===== src/rtl/panel_pkg.sv =====
// Shared types for the front-panel loader: sequencer states and switch-mode encoding.
package panel_pkg;

    typedef enum logic [2:0] {
        IDLE,
        CLR_W,
        ADDR,
        WAIT,
        DATA,
        CLR_R,
        RUN
    } state_t;

    typedef logic [1:0] sw_mode_t;

    localparam sw_mode_t MODE_WRITE_DEF = 2'b01;
    localparam sw_mode_t MODE_RUN_DEF   = 2'b00;

    // States in which cpu_clk is driven by the tick generator.
    function automatic logic is_ticked(input state_t s);
        return (s == CLR_W) || (s == ADDR) || (s == DATA) || (s == CLR_R) || (s == RUN);
    endfunction

endpackage


===== src/rtl/tick_gen.sv =====
// Phase/tick counter producing the computer clock level and a last-tick flag.
module tick_gen #(
    parameter int CNT_W = 16
) (
    input  logic             clk,
    input  logic             clr_n,
    input  logic             enable,
    input  logic             reload,
    input  logic [CNT_W-1:0] ticks,
    output logic             clk_lvl,
    output logic             last_tick
);

    logic             phase;
    logic [CNT_W-1:0] cnt;

    always_ff @(posedge clk) begin
        if (!clr_n || reload) begin
            phase <= 1'b0;
            cnt   <= '0;
        end else if (enable) begin
            phase <= ~phase;
            if (phase) begin
                cnt <= cnt + 1'b1;
            end
        end
    end

    assign clk_lvl = phase;
    // High on the final high half-period, so the owning state exits with cpu_clk high.
    assign last_tick = phase && (cnt == ticks - 1'b1);

endmodule


===== src/rtl/panel_loader.sv =====
// Front-panel sequencer: loads a program stream into the computer in write-memory mode, then runs it.
module panel_loader
    import panel_pkg::*;
#(
    parameter int       DATA_WIDTH = 16,
    parameter int       CLR_TICKS  = 2,
    parameter int       ADDR_TICKS = 4,
    parameter int       WORD_TICKS = 4,
    parameter int       RUN_TICKS  = 0,
    parameter sw_mode_t MODE_WRITE = MODE_WRITE_DEF,
    parameter sw_mode_t MODE_RUN   = MODE_RUN_DEF
) (
    input  logic                  clk,
    input  logic                  clr_n,
    input  logic                  start,
    input  logic [DATA_WIDTH-1:0] base_addr,
    input  logic                  abort,
    input  logic                  stop,
    input  logic                  s_valid,
    input  logic [DATA_WIDTH-1:0] s_data,
    input  logic                  s_last,
    output logic                  s_ready,
    output logic                  cpu_clk,
    output logic                  cpu_timing_clr,
    output logic                  cpu_pc_clr,
    output logic                  cpu_swa,
    output logic                  cpu_swb,
    output logic [DATA_WIDTH-1:0] cpu_data,
    output logic                  busy,
    output logic                  done,
    output logic [DATA_WIDTH-1:0] word_count
);

    localparam logic [DATA_WIDTH-1:0] CLR_T  = DATA_WIDTH'(CLR_TICKS);
    localparam logic [DATA_WIDTH-1:0] ADDR_T = DATA_WIDTH'(ADDR_TICKS);
    localparam logic [DATA_WIDTH-1:0] WORD_T = DATA_WIDTH'(WORD_TICKS);
    localparam logic [DATA_WIDTH-1:0] RUN_T  = DATA_WIDTH'(RUN_TICKS);
    localparam logic                  RUN_LIMITED = (RUN_TICKS != 0);

    state_t                  state;
    state_t                  state_nxt;
    logic [DATA_WIDTH-1:0]   base_q;
    logic                    last_q;
    logic                    stop_pend;
    logic [DATA_WIDTH-1:0]   tick_sel;
    logic                    tg_enable;
    logic                    tg_reload;
    logic                    tg_clk;
    logic                    tg_last;
    logic                    run_exit;
    sw_mode_t                mode;

    always_comb begin
        tick_sel = CLR_T;
        case (state)
            ADDR:    tick_sel = ADDR_T;
            DATA:    tick_sel = WORD_T;
            RUN:     tick_sel = RUN_T;
            default: tick_sel = CLR_T;
        endcase
    end

    // A pending stop is held until the high half-period so cpu_clk falls on IDLE entry.
    assign run_exit = tg_clk && (stop || stop_pend || (RUN_LIMITED && tg_last));

    always_comb begin
        state_nxt = state;
        if (abort) begin
            state_nxt = IDLE;
        end else begin
            case (state)
                IDLE:    if (start) state_nxt = CLR_W;
                CLR_W:   if (tg_last) state_nxt = ADDR;
                ADDR:    if (tg_last) state_nxt = WAIT;
                WAIT:    if (s_valid) state_nxt = DATA;
                DATA:    if (tg_last) state_nxt = last_q ? CLR_R : WAIT;
                CLR_R:   if (tg_last) state_nxt = RUN;
                RUN:     if (run_exit) state_nxt = IDLE;
                default: state_nxt = IDLE;
            endcase
        end
    end

    assign tg_enable = is_ticked(state);
    assign tg_reload = (state_nxt != state) || !tg_enable;

    tick_gen #(
        .CNT_W (DATA_WIDTH)
    ) u_tick_gen (
        .clk       (clk),
        .clr_n     (clr_n),
        .enable    (tg_enable),
        .reload    (tg_reload),
        .ticks     (tick_sel),
        .clk_lvl   (tg_clk),
        .last_tick (tg_last)
    );

    always_ff @(posedge clk) begin
        if (!clr_n) begin
            state      <= IDLE;
            base_q     <= '0;
            last_q     <= 1'b0;
            stop_pend  <= 1'b0;
            cpu_data   <= '0;
            word_count <= '0;
            done       <= 1'b0;
        end else begin
            state <= state_nxt;
            done  <= (state == RUN) && (state_nxt == IDLE) && !abort;
            if ((state == IDLE) && (state_nxt == CLR_W)) begin
                base_q     <= base_addr;
                word_count <= '0;
            end
            if ((state == CLR_W) && (state_nxt == ADDR)) begin
                cpu_data <= base_q;
            end
            if ((state == WAIT) && (state_nxt == DATA)) begin
                cpu_data <= s_data;
                last_q   <= s_last;
            end
            if ((state == DATA) && tg_last && !abort) begin
                word_count <= word_count + 1'b1;
            end
            if ((state == RUN) && stop) begin
                stop_pend <= 1'b1;
            end
            if (state_nxt != RUN) begin
                stop_pend <= 1'b0;
            end
        end
    end

    always_comb begin
        mode = MODE_RUN;
        if ((state == CLR_W) || (state == ADDR) || (state == WAIT) || (state == DATA)) begin
            mode = MODE_WRITE;
        end
    end

    assign cpu_clk        = tg_clk;
    assign cpu_timing_clr = (state == IDLE) || (state == CLR_W) || (state == CLR_R);
    assign cpu_pc_clr     = (state == CLR_W) || (state == CLR_R);
    assign cpu_swa        = mode[0];
    assign cpu_swb        = mode[1];
    assign s_ready        = (state == WAIT);
    assign busy           = (state != IDLE);

endmodule


===== config.mk =====
export PLATFORM = sky130hd
export DESIGN_NAME = panel_loader
export DESIGN_NICKNAME = d
export VERILOG_FILES = /design/src/rtl/panel_pkg.sv /design/src/rtl/tick_gen.sv /design/src/rtl/panel_loader.sv
export SDC_FILE = /design/constraint.sdc
export NUM_CORES = 1
export LEC_CHECK = 0
export CORE_ASPECT_RATIO = 1.5
export CORE_MARGIN = 2
export CORE_UTILIZATION = 40
export CTS_BUF_LIST = sky130_fd_sc_hd__clkbuf_2
export CTS_CLUSTER_DIAMETER = 200
export DETAILED_ROUTE_END_ITERATION = 8
export PLACE_DENSITY_LB_ADDON = 0.08
export SLEW_MARGIN = 5
export SYNTH_ARGS = -nofsm -noshare
export SYNTH_HDL_FRONTEND = slang
export SYNTH_SLANG_ARGS = --single-unit

===== constraint.sdc =====
create_clock -name clk -period 7.55 [get_ports clk]
set_clock_uncertainty 0.1 [all_clocks]
set_input_delay 1.8875 -clock clk [delete_from_list [all_inputs] [get_ports clk]]
set_output_delay 1.8875 -clock clk [all_outputs]
set_load 0.02 [all_outputs]

# Word level (Yosys, flattened, before mapping)
# Cells that the tools add are included.
op_classes:
  n_addsub: 3
  eq_ne: 12
  n_mux: 16
  bitwise_logic: 2
  n_reduce_logical: 33
op_table:
  columns: ["cell", "n"]
  rows:
  - ["16-bit two-way mux", 4]
  - ["16-bit by 1-bit adder with 16-bit output (second input constant)", 2]
  - ["3-bit two-way mux", 9]
  - ["3-bit case mux with 7 select lines", 1]
  - ["16-bit equality test", 1]
  - ["3-bit equality test (second input constant)", 4]
  - ["1-bit logical OR", 12]
  - ["1-bit logical AND", 10]
  - ["3-bit by 2-bit equality test with 1-bit output (second input constant)", 3]
  - ["3-bit by 1-bit equality test with 1-bit output (second input constant)", 2]
  - ["3-bit logical NOT", 2]
  - ["3-bit case mux with 2 select lines", 1]
  - ["2-bit nonzero test", 2]
  - ["2-bit OR reduction", 2]
  - ["3-bit by 1-bit subtractor with 4-bit output (second input constant)", 1]
  - ["1-bit logical NOT", 3]
  - ["3-bit inequality test", 1]
  - ["3-bit inequality test (second input constant)", 1]
  - ["3-bit nonzero test", 1]
  - ["1-bit NOT", 2]
  - ["2-bit AND reduction", 1]
  - ["1-bit two-way mux", 1]
totals:
  register_bits: 71

# Logic depth before layout (Yosys ltp)
depth:
  depth_word: 13
  depth_mapped: 9
  ltp_nobuf: 7

# By module
# From an unflattened synthesis, not the netlist that was laid out.
hier_totals:
  cells_unflattened: 470
  hier_area_um2: 3873.7
modules_own_cells:
  columns: ["mod", "instances", "cells_per_inst", "area_per_inst_um2", "seq_area_each_um2"]
  rows:
  - ["panel_loader", 1, 309, 2551.2, 1081.0]
  - ["tick_gen", 1, 161, 1322.5, 340.3]

# Worst setup path before layout
# No wires, ideal clock.
synth_timing:
  kind: "input-to-reg"
  from: "input abort"
  to: "register u_tick_gen.cnt[13]"
  setup_time_ns: 0.066
  t_arrival_ns: 3.347
  required_ns: 7.384
  path_slack_ns: 4.037
  cell_stages: 9
  path_cell_list: "buf_2 -> nor2_1 -> o21ai_0 -> a21oi_1 -> o211ai_1 -> or4b_1 -> buf_2 -> buf_6 -> a21oi_2"
synth_between:
  elab_chain_cells: 4
synth_lines:
  columns: ["element", "line_no", "text"]
  rows:
  - ["start, declared", "panel_loader.sv:17", "input logic abort,"]
  - ["3-bit two-way mux", "panel_loader.sv:68", "if (abort) begin"]
  - ["3-bit inequality test", "panel_loader.sv:85", "assign tg_reload = (state_nxt != state) || !tg_enable;"]
  - ["1-bit logical OR", "panel_loader.sv:85", null]
  - ["1-bit logical OR", "tick_gen.sv:18", "if (!clr_n || reload) begin"]
  - ["end signal, assigned", "tick_gen.sv:24", "cnt <= cnt + 1'b1;"]
  - ["end, declared", "tick_gen.sv:15", "logic [CNT_W-1:0] cnt;"]
# No other way between the ends.
# A chain may end at the register's enable or synchronous reset.

# Worst setup path after layout
layout_timing:
  from: "register state[1]"
  to: "output cpu_swa"
layout_between:
  elab_chain_cells: 5
layout_lines:
  columns: ["element", "line_no", "text"]
  rows:
  - ["start, declared", "panel_loader.sv:40", "state_t state;"]
  - ["start signal, assigned", "panel_loader.sv:109", "state <= state_nxt;"]
  - ["3-bit by 1-bit equality test with 1-bit output / 3-bit by 2-bit equality test with 1-bit output (equally long branches)", "panel_loader.sv:136", "if ((state == CLR_W) || (state == ADDR) || (state == WAIT) || (state == DATA)) begin"]
  - ["1-bit logical OR (2 in series)", "panel_loader.sv:136", null]
  - ["1-bit logical OR (*)", "panel_loader.sv:136", null]
  - ["1-bit two-way mux (*)", "panel_loader.sv:136", null]
  - ["end, declared", "panel_loader.sv:26", "output logic cpu_swa,"]
# Every way passes the cells marked *; elsewhere a longest branch is shown, timed or not.

==> results_dict.tcl <==
set metrics [dict create \
    setup_viol 0 \
    synth_top_cell_by_area "dfxtp_1" \
    synth-compound-area-share_pct 22.0 \
    rows 41 \
    area_delta_synth_final_pct 27.5 \
    path_clk_slew_ns 0.19 \
    clockBufferDepth 2 \
    vias_per_cell 5.48 \
    dr_total_vias 3250 \
    relSlewSlack_pct 30.1 \
    ys_types 51 \
    grt_pass1_wl_um 15100 \
    antenna_cells 0 \
    cp_max_fo 23 \
    h-tree-depth 3 \
    synthArstFlopShare_pct 0 \
    power_density_nw_per_um2 161 \
    final_hold_viol_count 0 \
    rr_worst_depth 6 \
    cts_made_buffers 9 \
    gp_congestion 0.863 \
    syn_avg_cell_area_um2 8.37 \
    core_area_um2 8410 \
    synthesis.area_um2 3480 \
    grt_max_degree 34 \
    fill_cells 819 \
    die_w_um 80.2 \
    totalWireLength_um 9010 \
    synthCells 416 \
    numPortBuffers 77 \
    synthSimpleGateAreaFrac_pct 22.6 \
    p_leak_nw 1.48 \
    synth_seq_area_share_pct 40.8 \
    die_h_um 118 \
    ant_nets 0 \
    min_path_cells 2 \
    drc_errors 0 \
    placed_cell_area_um2 4280 \
    cts-resized-gates 0 \
    layout-drive-gt1-share_pct 7.20 \
    post-place-ws_ns 2.90 \
    synthTopCellsByArea "dfxtp_1 (41%), a21oi_1 (7.6%), nand2_1 (5.9%)" \
    setup_ws_ns 3.07 \
    tightest_slew_ns 1.05 \
    numClockSinks 71 \
    cts_root_buf "clkbuf_2" \
    grt_antenna_before_repair 0 \
    fin_hold_ws_ns 0.370 \
    synth-seq-cells 71 \
    dp_hpwl_um 6610 \
    cts_tree "built" \
    yosysWarnings 0 \
    drtIter0Drc 96 \
    final_area_um2 4440 \
    cap_violations 0 \
    synth_edf_count 0 \
    clock_latency_ns 0.53 \
    timing.fmax_ghz 0.223 \
    dieArea_um2 9480 \
    grt_overflow_total 0 \
    worst_setup_path_end_kind "output pin" \
    fin_crit_ns 4.48 \
    cts_hold_buf 0 \
    synth_nets 457 \
    grt_pass1_vias 3087 \
    status "complete, no violations" \
    worstHoldPathType "register to register" \
    rsz0062_at_grt "no" \
    fin_crit_sh_pct 59.3 \
    ios 79 \
    synth_top_family_by_area "simple AND/OR/NAND/NOR gates" \
    initial_core_util_pct 41.4 \
    drv_slew 0 \
    critPathRequiredTime_ns 5.56 \
    synth_top_area_share_pct 40.8 \
    wl_per_cell_um 15.2 \
    setup-tns-final_ns 0 \
    dr.pass1.iters 4 \
    synthAdderAreaFrac_pct 0.719 \
    start_kind "register" \
    grt_usage_pct 20.2 \
    synth_mux_area_share_pct 5.18 \
    nNetsFinal 522 \
    path_class "register to output pin" \
    post-cts-setup-buffer-count 0 \
    ir_drop_mv 0.104 \
    synth_xor_area_share_pct 4.78 \
    synth_ff_type "dfxtp_1" \
    arrival_ns 2.49 \
]
[cell usage after synthesis (3+ instances only)]
master / n
nand2_1: 55
a21o_1: 9
o2bb2ai_1: 3
a21oi_2: 10
inv_1: 6
a21oi_1: 53
nor2_1: 21
o22ai_1: 4
and3_1: 11
buf_4: 3
xor2_1: 8
or2_2: 4
or3_1: 9
nand4_1: 7
xnor2_1: 11
nand3_1: 13
nor3_1: 7
a211oi_1: 3
o21ai_0: 29
nor4_1: 6
nor3b_1: 3
mux2i_1: 18
dfxtp_1: 71
clkbuf_1: 18
[final cells by class]
type / instances / area (µm²) / area share, %
timing repair buffer: 78 / 778 / 17.5
tap: 107 / 134 / 3.02
multi-input combinational: 315 / 1930 / 43.4
clock buffer: 9 / 45.0 / 1.01
inverter: 6 / 22.5 / 0.507
sequential: 71 / 1420 / 32.0
clock inverter: 7 / 111 / 2.51
[per-stage QoR]
stage	instances	power [mW]	util, %
final	593	0.714	52.8
after CTS	593	0.724	52.8
after floorplan	416	0.414	-
after global placement	577	0.443	50.9
after detailed placement	577	0.443	50.9
after global routing	593	0.744	52.8
[final timing paths]
check	slack (ns)	to	from
worst max-delay path	3.07	cpu_swa	state[1]$_SDFF_PN0_
worst min-delay path	0.37	base_q[10]$_SDFFE_PN0P_	base_q[10]$_SDFFE_PN0P_
worst max register to register	4.21	cpu_data[8]$_SDFFE_PN0P_	state[1]$_SDFF_PN0_
worst min register to register	0.37	base_q[10]$_SDFFE_PN0P_	base_q[10]$_SDFFE_PN0P_
[critical path, cell delays in order, from the launching register on]
cell,delay (ns)
dfxtp_1,0.80
or3_1,0.40
and2_1,0.17
clkdlybuf4s50_1,0.59
[state kept, by name, indices dropped and copies added, names as in the netlist]
| register | cells |
|---|---|
| u_tick_gen.cnt | 16 |
| stop_pend | 1 |
| word_count | 16 |
| base_q | 16 |
| done | 1 |
| u_tick_gen.clk_lvl | 1 |
| last_q | 1 |
| state | 3 |
| cpu_data | 16 |
[layer usage]
metal | up-vias | global-route usage, % | wire, µm
met1 | 1517 | 23.0 | 3640
met2 | 80 | 35.2 | 4750
li1 | 1632 | - | -
met3 | 21 | 3.21 | 354
met4 | 0 | 10.7 | 270
met5 | - | 0 | 0
[layout by cell type, fill, tap and decap left out, drive strengths merged, types with 7 or more instances in the layout]
| cell type | instances |
|---|---|
| or3 | 9 |
| clkdlybuf4s50 | 77 |
| nor2 | 21 |
| dfxtp | 71 |
| nor3 | 8 |
| xor2 | 8 |
| clkbuf | 9 |
| nor4 | 7 |
| xnor2 | 11 |
| and3 | 11 |
| mux2i | 18 |
| a21o | 9 |
| nand3 | 13 |
| nand2 | 55 |
| nand4 | 7 |
| o21ai | 29 |
| a21oi | 63 |
[cell families (layout without fill, tap and decap cells)]
| kind of cell | count (synthesis) | in the layout |
|---|---|---|
| AOI/OAI and AO/OA | 125 | 125 |
| xor gates and xnor gates | 19 | 19 |
| adders and majority gates | 2 | 2 |
| buffers and inverters | 30 | 100 |
| DFF | 71 | 71 |
| muxes | 18 | 18 |
| other | 1 | 1 |
| and+or+nand+nor | 150 | 150 |
[where the power goes]
group	leakage, nW	internal (mW)	switching, mW
sequential	0.574	0.380	0.00404
clock	0.0909	0.141	0.139
combinational	0.820	0.0264	0.0249
(Power assumes the default switching activity.)
